[src/rtl/count_timer_ctrl_pkg.sv]
// Shared types and default widths for the interval timer control stage.
package timer_pkg;

  localparam int unsigned TIMER_N     = 12;
  localparam int unsigned TIMER_RLD_W = 8;

  typedef enum logic [1:0] {
    ST_IDLE,
    ST_RUN,
    ST_PAUSE
  } state_t;

endpackage

[src/rtl/count_timer_ctrl_if.sv]
// Timer control bundle: host controls, comparator operands and borrow, status outputs.
interface count_timer_ctrl_if #(
  parameter int unsigned N     = timer_pkg::TIMER_N,
  parameter int unsigned RLD_W = timer_pkg::TIMER_RLD_W
);

  logic             start;
  logic             stop;
  logic             pause;
  logic             auto_reload;
  logic [N-1:0]     limit_in;
  logic             cmp_borrow;
  logic [N-1:0]     counter;
  logic [N-1:0]     cons;
  logic             busy;
  logic             done;
  logic [RLD_W-1:0] reload_cnt;

  // master is the parent side that owns the controls and the comparator output
  modport master (
    output start, stop, pause, auto_reload, limit_in, cmp_borrow,
    input  counter, cons, busy, done, reload_cnt
  );

  modport slave (
    input  start, stop, pause, auto_reload, limit_in, cmp_borrow,
    output counter, cons, busy, done, reload_cnt
  );

endinterface

[src/rtl/count_timer_ctrl.sv]
// One-shot / auto-reload interval timer driving an external borrow comparator;
// expiry is taken from the comparator's borrow-out.
module count_timer_ctrl
  import timer_pkg::*;
#(
  parameter int unsigned N     = TIMER_N,
  parameter int unsigned RLD_W = TIMER_RLD_W
) (
  input  logic              clk,
  input  logic              rst,
  count_timer_ctrl_if.slave bus
);

  state_t           state, state_next;
  logic [N-1:0]     counter_q, counter_next;
  logic [N-1:0]     cons_q, cons_next;
  logic [RLD_W-1:0] rld_q, rld_next;
  logic             done_q, done_next;
  logic             busy_q;
  logic             expire;

  // An all-ones counter is treated as expiry even if the borrow disagrees.
  assign expire = !bus.cmp_borrow || (counter_q == '1);

  // NOTE: state is only ever updated with <= so every register samples the
  // same pre-edge values regardless of block evaluation order.
  always_ff @(posedge clk or posedge rst) begin
    if (rst) begin
      state     <= ST_IDLE;
      counter_q <= '0;
      cons_q    <= '0;
      rld_q     <= '0;
      done_q    <= 1'b0;
      busy_q    <= 1'b0;
    end else begin
      state     <= state_next;
      counter_q <= counter_next;
      cons_q    <= cons_next;
      rld_q     <= rld_next;
      done_q    <= done_next;
      busy_q    <= (state_next != ST_IDLE);
    end
  end

  // NOTE: every combinational output gets a default first, so no path can
  // leave it unassigned and infer a latch.
  always_comb begin
    state_next = state;
    unique case (state)
      ST_IDLE:  if (bus.start) state_next = ST_RUN;
      ST_RUN: begin
        if (bus.stop)                 state_next = ST_IDLE;
        else if (expire)              state_next = bus.auto_reload ? ST_RUN : ST_IDLE;
        else if (bus.pause)           state_next = ST_PAUSE;
      end
      ST_PAUSE: begin
        if (bus.stop)                 state_next = ST_IDLE;
        else if (!bus.pause)          state_next = ST_RUN;
      end
      default:                        state_next = ST_IDLE;
    endcase
  end

  // Datapath next values; pause and the paused-to-run transition both hold the count.
  always_comb begin
    counter_next = counter_q;
    cons_next    = cons_q;
    rld_next     = rld_q;
    done_next    = 1'b0;
    unique case (state)
      ST_IDLE: begin
        if (bus.start) begin
          cons_next    = bus.limit_in;
          counter_next = '0;
          rld_next     = '0;
        end
      end
      ST_RUN: begin
        if (bus.stop) begin
          counter_next = '0;
        end else if (expire) begin
          done_next = 1'b1;
          if (bus.auto_reload) begin
            counter_next = '0;
            rld_next     = (rld_q == '1) ? rld_q : rld_q + 1'b1;
          end
        end else if (!bus.pause) begin
          counter_next = counter_q + 1'b1;
        end
      end
      ST_PAUSE: begin
        if (bus.stop) counter_next = '0;
      end
      default: begin
        counter_next = '0;
      end
    endcase
  end

  assign bus.counter    = counter_q;
  assign bus.cons       = cons_q;
  assign bus.reload_cnt = rld_q;
  assign bus.done       = done_q;
  assign bus.busy       = busy_q;

endmodule

[src/flat_wrapper.sv]
// flat-port wrapper written by rule: the top's interface ports become plain ports
module count_timer_ctrl_flat import timer_pkg::*;
#(
  parameter int unsigned N     = TIMER_N,
  parameter int unsigned RLD_W = TIMER_RLD_W
)
  (clk, rst, bus_start, bus_stop, bus_pause, bus_auto_reload, bus_limit_in, bus_cmp_borrow, bus_counter, bus_cons, bus_busy, bus_done, bus_reload_cnt);
  count_timer_ctrl_if #(.N(N), .RLD_W(RLD_W)) bus_i ();
  input  logic clk;
  input  logic rst;
  input wire logic [$bits(bus_i.start)-1:0] bus_start;
  input wire logic [$bits(bus_i.stop)-1:0] bus_stop;
  input wire logic [$bits(bus_i.pause)-1:0] bus_pause;
  input wire logic [$bits(bus_i.auto_reload)-1:0] bus_auto_reload;
  input wire logic [$bits(bus_i.limit_in)-1:0] bus_limit_in;
  input wire logic [$bits(bus_i.cmp_borrow)-1:0] bus_cmp_borrow;
  output wire logic [$bits(bus_i.counter)-1:0] bus_counter;
  output wire logic [$bits(bus_i.cons)-1:0] bus_cons;
  output wire logic [$bits(bus_i.busy)-1:0] bus_busy;
  output wire logic [$bits(bus_i.done)-1:0] bus_done;
  output wire logic [$bits(bus_i.reload_cnt)-1:0] bus_reload_cnt;
  assign bus_i.start = bus_start;
  assign bus_i.stop = bus_stop;
  assign bus_i.pause = bus_pause;
  assign bus_i.auto_reload = bus_auto_reload;
  assign bus_i.limit_in = bus_limit_in;
  assign bus_i.cmp_borrow = bus_cmp_borrow;
  assign bus_counter = bus_i.counter;
  assign bus_cons = bus_i.cons;
  assign bus_busy = bus_i.busy;
  assign bus_done = bus_i.done;
  assign bus_reload_cnt = bus_i.reload_cnt;
  count_timer_ctrl #(.N(N), .RLD_W(RLD_W)) u_core (.clk(clk), .rst(rst), .bus(bus_i));
endmodule
[config.mk]
export PLATFORM = sky130hd
export DESIGN_NAME = count_timer_ctrl_flat
export DESIGN_NICKNAME = d
export VERILOG_FILES = /design/src/rtl/count_timer_ctrl_pkg.sv /design/src/rtl/count_timer_ctrl_if.sv /design/src/rtl/count_timer_ctrl.sv /design/src/flat_wrapper.sv
export SDC_FILE = /design/constraint.sdc
export NUM_CORES = 1
export LEC_CHECK = 0
export CAP_MARGIN = 20
export CORE_ASPECT_RATIO = 0.9
export CORE_MARGIN = 2
export CORE_UTILIZATION = 43
export DETAILED_ROUTE_END_ITERATION = 7
export GPL_TIMING_DRIVEN = 0
export PLACE_DENSITY = 0.79
export SLEW_MARGIN = 0
export SYNTH_ARGS = -nofsm -noshare
export SYNTH_HDL_FRONTEND = slang
export SYNTH_SLANG_ARGS = --single-unit
export TNS_END_PERCENT = 5
[constraint.sdc]
create_clock -name clk -period 1.97 [get_ports clk]
set_input_delay 0.197 -clock clk [delete_from_list [all_inputs] [get_ports clk]]
set_output_delay 0.197 -clock clk [all_outputs]
set_load 0.03 [all_outputs]
-- Word level (Yosys, flattened, before mapping)
Cells that the tools add are included.
- equal/unequal tests: 12
- reduce and logical (&&, ||, !) cells: 8
- add/sub/neg operators: 2
- multiplexer cells: 24
- operators by type and width (kind ; count):
    12-bit two-way mux ; 6
    8-bit two-way mux ; 5
    12-bit one-hot mux with 3 select lines ; 1
    8-bit one-hot mux with 2 select lines ; 1
    12-bit by 1-bit adder with 12-bit output, second input constant ; 1
    12-bit equality test, second input constant ; 1
    2-bit two-way mux ; 6
    2-bit inequality test, second input constant ; 5
    8-bit by 1-bit adder with 8-bit output, second input constant ; 1
    8-bit equality test, second input constant ; 1
    2-bit one-hot mux with 3 select lines ; 1
    6-bit AND reduction ; 1
    1-bit two-way mux ; 4
    4-bit by 3-bit inequality test with 1-bit output, second input constant ; 1
    4-bit inequality test, second input constant ; 1
    4-bit AND reduction ; 1
    2-bit nonzero test ; 2
    2-bit by 1-bit equality test with 1-bit output, second input constant ; 1
    2-bit equality test, second input constant ; 1
    2-bit zero test ; 1
    2-bit by 1-bit inequality test with 1-bit output, second input constant ; 1
    2-bit AND reduction ; 1
    1-bit zero test ; 1
    1-bit logical OR ; 1
- input port bits: 19
- flip-flop bits (word level): 36
- logic and storage cells: 52
- output and inout port bits: 34

-- Logic depth before layout (Yosys ltp)
Gate-level depths: netlist (run 1).
- word-level depth: 6
- mapped depth: 7
- depth with buffers taken out: 6

-- Worst setup path before layout (run 1)
Ideal clock, no wire load.
- path type: register -> register
- from: reg u_core.counter_q[0] (netlist: u_core.bus.counter[0])
- to: reg u_core.counter_q[10] (netlist: u_core.bus.counter[10])
- arrival: 1.998 ns
- clock period less this slack: 2.109 ns
- stages on the path, launching flop included: 8
- library setup time: 0.110 ns
- data required time: 1.860 ns
- path slack: -0.139 ns
- buffers on the path: 1
- cell sequence: dfrtp_1 -> ha_1 -> nand4_2 -> o31a_2 -> o31ai_1 -> buf_4 -> o21ai_0 -> o41ai_1
- cells in the longest elaborated chain, start to end: 5
- elaborated cells on any way between the ends: 10
- those cells by class: add/sub (1); eq/ne (3); mux (4); reduce/logical (2)
- ends and longest elaborated chain (item ; line ; RTL):
    start, declared ; count_timer_ctrl.sv:15 ; logic [N-1:0] counter_q, counter_next;
    start signal, assigned ; count_timer_ctrl.sv:37 ; counter_q <= counter_next;
    12-bit by 1-bit adder with 12-bit output or 12-bit equality test (tied branches) ; count_timer_ctrl.sv:88, count_timer_ctrl.sv:23 ;
    12-bit two-way mux or 1-bit logical OR (tied branches) ; count_timer_ctrl.sv:87, count_timer_ctrl.sv:23 ;
    12-bit two-way mux ; count_timer_ctrl.sv:81 ; end else if (expire) begin
    12-bit two-way mux ; count_timer_ctrl.sv:79 ; if (bus.stop) begin
    12-bit one-hot mux with 3 select lines ; count_timer_ctrl.sv:70 ; unique case (state)
Several ways; a longest one is shown, not always the timed one. The select of a mux whose other input is x is not followed.
A chain may end at the register's enable or synchronous reset.

-- Worst setup path in the final report (run 1)
- from: reg u_core.counter_q[0] (netlist: u_core.bus.counter[0])
- to: reg u_core.rld_q[5] (netlist: u_core.bus.reload_cnt[5])
- cells in the longest elaborated chain, start to end: 4
- ends and longest elaborated chain (item ; line ; RTL):
    12-bit equality test ; count_timer_ctrl.sv:23 ; assign expire = !bus.cmp_borrow || (counter_q == '1);
    1-bit logical OR ; count_timer_ctrl.sv:23 ;
    2-bit by 1-bit inequality test with 1-bit output (no source line) ; - ;
    6-bit AND reduction (no source line) ; - ;
    end signal, assigned ; count_timer_ctrl.sv:39 ; rld_q <= rld_next;
    end, declared ; count_timer_ctrl.sv:17 ; logic [RLD_W-1:0] rld_q, rld_next;
Every way passes these cells.

==> run metrics, run 1 <==
post-route clock skew roughly 0.0074 ns; Core Box Area approximately 0.0041 sq mm; largest fanout on the critical path 10; overall die area 0.00489 sq mm; top cells by area in the synthesized netlist sky130_fd_sc_hd__dfrtp_1, sky130_fd_sc_hd__nand2_1, sky130_fd_sc_hd__o21ai_0, sky130_fd_sc_hd__o31ai_1, sky130_fd_sc_hd__a21oi_1; upper clock frequency limit around 540 MHz; first-pass GRT wire length 7640 um; run status completed; Netlist cell types 44; post-route worst setup slack 0.110 ns; aggregate routed wire length between 4000 and 5000 um; width of the chip around 74 um; Post-synth EDFFs 0; Cells after Synth about 210; number of antenna violations at the first check in global routing 0; leftover overflow at the end of global routing 0; max-slew violation count 0; row count 22; count of maximum capacitance violations 0; total track usage about a fifth; number of buffers added by the clock tree synthesis step 5; number of nets produced by synthesis between 200 and 250; CTS clk-pin slew, worst paths 0.08 ns; Syn-to-layout area delta 42.0%; number of cells in the design after placement a little over 300; unrepaired setup endpoints after global routing true; Non-Filler Instances 320; critical path required time 2.19 ns; Layout Nets between 200 and 300; Final setup violation count 0; largest area contributor in the synthesized netlist sky130_fd_sc_hd__dfrtp_1; sink count of the clock tree 36; die extent in y between 60 and 70 um; number of antenna repair diodes 0; post-detail-place hpwl a little over 3000 um; total of warnings raised by yosys 0; master of the slowest instance on the critical path sky130_fd_sc_hd__dfrtp_2; fraction of final layout cells with drive strength greater than 1 about 16%; mean post-synth cell area about 9 sq um; shortest period the worst path allows 1.86 ns; Cell Chain, Critical Path ha_4, nand4_4, o31ai_4, nand3_2, buf_6, or4_1, a21oi_1; startpoint of the most critical setup path u_core.bus.counter[0]$_DFFE_PP0P_; kind of critical path reg -> reg; leakage power 1.13 nW; largest net degree at the start of global routing 20; routability cong. between 0.8 and 0.9; element type at the critical path start flop; endpoint arrival time on the critical path approximately 2.1 ns; Initial Util between 40 and 50%; pre-CTS setup slack -0.105 ns; Clock Latency Late Sink slightly below 0.3 ns; Clock Root Buffer sky130_fd_sc_hd__clkbuf_8; longest individual stage delay on the worst path ~0.44 ns; Synth async-reset ratio 100%; detailed-route wire length per cell ~14 um; overall via count from detail_route between 1500 and 2000; DR vias/cell 5.43; endpoint class of the critical path flop; share of the core filled with cells in the final layout roughly 64%; first-iteration detailed-routing DRC count 154; Fin. Hold Viols 0; Synth Register Bits 36; area of the mapped netlist 0.00187 sq mm; register area share after synthesis about half; count of buffers from port buffering slightly above 50; Max VDD drop 0.454 mV; share of the synthesized area in the top cell type between 40 and 50%; Most used DFF post-synth sky130_fd_sc_hd__dfrtp_1; clock tree from TritonCTS yes; remaining antenna violation count 0; Hold Path Class in -> async; power density cells 719 mW/mm^2; sum of negative setup slack 0 ns; ratio of final minimum period to clock period a little over nine tenths; number of remaining DRC errors 0; Max Root-Sink Buffers 2; detailed-routing iteration count for the pre-antenna-repair pass 4; number of placed I/O pins 53; relative slew slack about half; Worst Max-Slew Pin Slew roughly 0.74 ns; H-tree depth 2; FF-to-FF Start u_core.bus.counter[0]$_DFFE_PP0P_; vias in the first global route between 1500 and 2000
-- kinds of logic (layout without fill, tap and decap cells) --
logic type | Yosys count | after routing | share of synthesized area, %
and+or+nand+nor | 103 | 103 | 27.2
AOI/OAI and AO/OA | 47 | 47 | 17.3
DFF | 36 | 36 | 48.2
buffers and inverters | 16 | 80 | 4.08
xor gates and xnor gates | 3 | 3 | 1.40
adders and majority gates | 2 | 2 | 1.34
muxes | 1 | 1 | 0.535
-- registers in the layout, summed over array words and instances (netlist names) --
register,flops
u_core.bus.reload_cnt,8
u_core.bus.done,1
u_core.state,2
u_core.bus.counter,12
u_core.bus.busy,1
u_core.bus.cons,12
-- synthesized netlist by cell type (all sizes together), types with 2 or more instances --
library cell  instances
or4                   3
or3                   2
a21oi                10
nand2                49
nor2b                 4
ha                    2
nand3                11
a41oi                 2
buf                   6
nor3b                 2
xnor2                 2
dfrtp                36
nand2b                3
and3                  2
a211o                 3
o31ai                 9
inv                   5
o21ai                15
or2                   2
o41ai                 2
nor2                 13
clkbuf                5
nand4                 7
-- routing by layer --
layer  part of all wire (%)  routed length, um  track usage (%)
met3                    5.8                256             4.99
met2                     47               2070             29.8
met5                      0                  0                0
met1                     47               2080             29.2
met4                   0.61                 27             4.77
-- path summary, 6_finish.rpt --
| kind | endpoint | slack (ns) | cells after the start |
|---|---|---|---|
| hold / removal | u_core.bus.cons[4]$_DFFE_PP0P_ | 0.33 | 2 |
| max in group asynchronous | u_core.bus.counter[6]$_DFFE_PP0P_ | 1.08 | 3 |
| setup reg to reg | u_core.bus.reload_cnt[5]$_DFFE_PP0P_ | 0.11 | 7 |
| min in group clk | u_core.state[1]$_DFF_PP0_ | 0.36 | 2 |
| hold reg to reg | u_core.bus.cons[3]$_DFFE_PP0P_ | 0.48 | 2 |
| setup / recovery | u_core.bus.reload_cnt[5]$_DFFE_PP0P_ | 0.11 | 7 |
-- stage by stage --
step                hold WS (ns)  power [mW]  instance area [sq um]
floorplan                  0.267        1.16                   1880
global placement           0.457        1.37                   2450
detailed placement         0.461        1.39                   2480
CTS                        0.337        1.91                   2610
global route               0.354        2.00                   2660
finish                     0.333        1.91                   2660
-- final cells by class --
type | count | area, sq um
flip-flops and latches | 36 | 912
fillers | 337 | 1470
clock buffers | 5 | 68.8
inverters | 5 | 18.8
well taps | 48 | 60.1
multi-input cells | 156 | 953
clock inverters | 3 | 18.8
plain buffers | 11 | 58.8
repair buffers | 56 | 566
-- cell usage in the layout (no fill, tap or decap), types with 6 or more instances in the layout --
cell                              instances
sky130_fd_sc_hd__dfrtp_1                 27
sky130_fd_sc_hd__clkdlybuf4s50_1         51
sky130_fd_sc_hd__nor2_1                  12
sky130_fd_sc_hd__nand3_1                  9
sky130_fd_sc_hd__nand2_1                 49
sky130_fd_sc_hd__dfrtp_2                  9
sky130_fd_sc_hd__a21oi_1                 10
sky130_fd_sc_hd__o31ai_1                  6
sky130_fd_sc_hd__nand4_1                  6
sky130_fd_sc_hd__o21ai_0                 14
-- worst max-delay path: cells and delay by family (launching register included) --
family / cells / cell delay (ns)
AND/OR/NAND/NOR: 3 / 0.65
AO/OA/AOI/OAI: 2 / 0.37
flip-flops: 1 / 0.44
adder cells (fa/ha/maj): 1 / 0.18
buffers and inverters: 1 / 0.15
-- what timing repair did --
action,in CTS,in global routing
gates resized for setup,6,9
gates cloned,1,0
endpoints found under the hold margin,0,0
hold buffers,0,0
setup buffers,0,3
pin swaps,2,6
endpoints found under the setup margin,9,26
-- report_power, final --
group	switching, mW	leakage, nW	internal, mW
Combinational	0.313	0.619	0.228
Clock	0.275	0.0479	0.246
Sequential	0.0409	0.463	0.807
Total	0.629	1.13	1.28
Note: power is estimated with default switching activity, not from simulation.
==> run 2, diff against run 1 <==
CORE_UTILIZATION = 55   (was 43)
CTS_CLUSTER_DIAMETER = 80   (was default)
DONT_BUFFER_PORTS = 1   (was default)
PLACE_DENSITY = 0.76   (was 0.79)
==> run 2 against run 1 <==
  * The run now ends with negative setup slack left
  * Highest routed layer unchanged
  * Combinational power is 53% lower
  * Register-to-register slack worse by 0.18 ns
  * Critical path type unchanged
  * Sequential share of layout area is 7.1 points higher
  * Sequential cell count stayed put
  * First-iteration DRC count is 22% higher
  * Clock skew is 0.00053 ns higher
  * Global-route usage is 6.5 points higher
  * Largest cell class unchanged
  * Routed wire length is 4.3% higher
  * Critical endpoint is now u_core.bus.counter[9]$_DFFE_PP0P_
  * Non-clock buffer count is 49 lower
  * Worst hold slack worse by 0.32 ns
  * Worst setup slack worse by 0.18 ns
  * Clock power is 4.4% higher
==> run metrics, run 2 (synthesis gave the netlist of run 1 again) <==
Syn-to-layout area delta 18.2%; Hold Crit Endpoint u_core.bus.cons[9]$_DFFE_PP0P_; endpoint class of the critical path flop; Hold Path Cell Cnt 2; remaining antenna violation count 0; Core Box Area about 0.0033 sq mm; Max Root-Sink Buffers 2; upper clock frequency limit 489 MHz; number of cells in the design after placement 253; Hold Path Class in -> reg; clock tree from TritonCTS yes; leftover overflow at the end of global routing 0; aggregate routed wire length ~4600 um; CTS clk-pin slew, worst paths ~0.070 ns; detailed-routing iteration count for the pre-antenna-repair pass 5; master of the slowest instance on the critical path sky130_fd_sc_hd__dfrtp_2; share of the core filled with cells in the final layout about two thirds; run status finished with violations; number of antenna repair diodes 0; startpoint of the most critical setup path u_core.bus.counter[0]$_DFFE_PP0P_; sum of buffers and inverters on the critical path 1; fraction of final layout cells with drive strength greater than 1 22.0%; Non-Filler Instances roughly 270; first-pass GRT wire length ~7700 um; Worst path top cell family by delay compound AO/OA/AOI/OAI gates; leakage power roughly 0.96 nW; post-route worst setup slack -0.0738 ns; Final setup violation count 10; sum of negative setup slack -0.355 ns; DR vias/cell about 6.1; Clock Latency Late Sink 0.29 ns; violations in the final reports negative setup slack; number of filler instances in the final layout about 260; endpoint arrival time on the critical path 2.25 ns; Layout Nets about 240; overall die area about 0.0039 sq mm; combined area of the multi-input logic cells 990 sq um; number of buffers added by the clock tree synthesis step 5; Worst Min Path Start bus_limit_in[9]; number of antenna violations at the first check in global routing 0; Max VDD drop between 0.4 and 0.5 mV; Fin. Hold Viols 0; endpoint of the worst register-to-register path u_core.bus.counter[9]$_DFFE_PP0P_; power density cells 810 mW/mm^2; total area of sequential cells roughly 920 sq um; count of buffers from port buffering 0; Register-to-Register Path Depth 7; longest individual stage delay on the worst path roughly 0.52 ns; Worst Max-Slew Pin Slew ~0.58 ns; post-detail-place hpwl between 3000 and 4000 um; kind of critical path reg -> reg; FF-to-FF Start u_core.bus.counter[0]$_DFFE_PP0P_; most common cell type on the critical path sky130_fd_sc_hd__o21ai_0; largest fanout on the critical path 5; H-tree depth 2; row count 20; vias in the first global route ~1700; unrepaired setup endpoints after global routing true; top library cells by usage in the layout, fill and taps aside sky130_fd_sc_hd__nand2_1, sky130_fd_sc_hd__dfrtp_1, sky130_fd_sc_hd__nor2_1; critical path required time 2.18 ns; detailed-route wire length per cell between 15 and 20 um; shortest period the worst path allows between 2 and 2.5 ns; pre-CTS setup slack -0.289 ns; commonest non-fill, non-tap cell in the layout sky130_fd_sc_hd__nand2_1; number of remaining DRC errors 0; Initial Util 56.6%; element type at the critical path start flop; number of placed I/O pins 53; total track usage 26.5%; Clock Root Buffer sky130_fd_sc_hd__clkbuf_8; Cell Chain, Critical Path ha_4, nand4_4, o31a_4, o31ai_4, buf_4, o21ai_0, o21ai_0; routability cong. roughly 0.84; count of maximum capacitance violations 0; overall via count from detail_route about 1600; post-route clock skew ~0.0079 ns; setup slack on the worst flop-to-flop path -0.07 ns; die extent in y 59.3 um; sink count of the clock tree 36; relative slew slack 61.2%; max-slew violation count 0; largest net degree at the start of global routing 26; first-iteration detailed-routing DRC count 188; width of the chip between 60 and 70 um; ratio of final minimum period to clock period 104%
-- run 2: cell count changes in the layout (fill, tap and decap cells not counted), sizes merged --
cell / previous run / this run
clkbuf: 10 / 13
clkdlybuf4s50: 51 / 0
dlygate4sd3: 0 / 2
clkinv: 3 / 0
-- run 2: cell type report --
class / count / area share (%)
tap: 44 / 2.49
multi-input combinational: 156 / 44.8
sequential: 36 / 41.4
timing repair buffer: 7 / 3.51
clock buffer: 8 / 4.07
buffer: 11 / 2.89
inverter: 5 / 0.849
-- run 2: timing repair --
action,CTS,global route
endpoints found under the hold margin,12,0
setup endpoints to repair,20,28
setup buffers,3,0
hold buffers,2,0
cloned,1,0
pin swaps,6,3
gates resized for setup,23,7
-- run 2: layer usage --
metal / up-vias / global-route usage (%) / wire length [um]
li1: 765 / - / -
met1: 790 / 33.9 / 1890
met2: 71 / 41.4 / 2250
met3: 11 / 9.51 / 403
met4: 0 / 10.7 / 72
met5: - / 0 / 0
-- run 2: metrics by stage --
step	cell area [sq um]	total power [mW]	hold slack, ns
2_1_floorplan	1880	1.16	0.267
3_3_place_gp	1940	1.21	0.276
3_5_place_dp	1970	1.23	0.150
4_1_cts	2180	1.79	0.0134
5_1_grt	2210	1.86	0.0184
6_report	2210	1.79	0.0162
-- run 2: worst max path at each step --
stage	to	slack (ns)	depth (start not counted)
6_report	u_core.bus.counter[9]$_DFFE_PP0P_	-0.07	7
5_1_grt	u_core.bus.reload_cnt[5]$_DFFE_PP0P_	-0.18	7
4_1_cts	u_core.bus.reload_cnt[5]$_DFFE_PP0P_	-0.05	7
3_5_place_dp	u_core.bus.counter[11]$_DFFE_PP0P_	-0.29	7
3_3_place_gp	u_core.bus.counter[9]$_DFFE_PP0P_	-0.20	7
2_1_floorplan	u_core.bus.reload_cnt[5]$_DFFE_PP0P_	0.003	7
-- run 2: report_power, final --
group,total [mW],switching [mW],internal [mW],leakage [nW]
combinational,0.252,0.155,0.0969,0.454
clock,0.545,0.259,0.285,0.0455
sequential,0.993,0.187,0.806,0.458
total,1.79,0.602,1.19,0.958
-- run 2: worst reg2reg max path, cell delays in order, from the launching register on --
cell	delay (ns)
sky130_fd_sc_hd__dfrtp_2	0.52
sky130_fd_sc_hd__ha_4	0.20
sky130_fd_sc_hd__nand4_4	0.14
sky130_fd_sc_hd__o31a_4	0.41
sky130_fd_sc_hd__o31ai_4	0.29
sky130_fd_sc_hd__buf_4	0.20
sky130_fd_sc_hd__o21ai_0	0.09
sky130_fd_sc_hd__o21ai_0	0.09
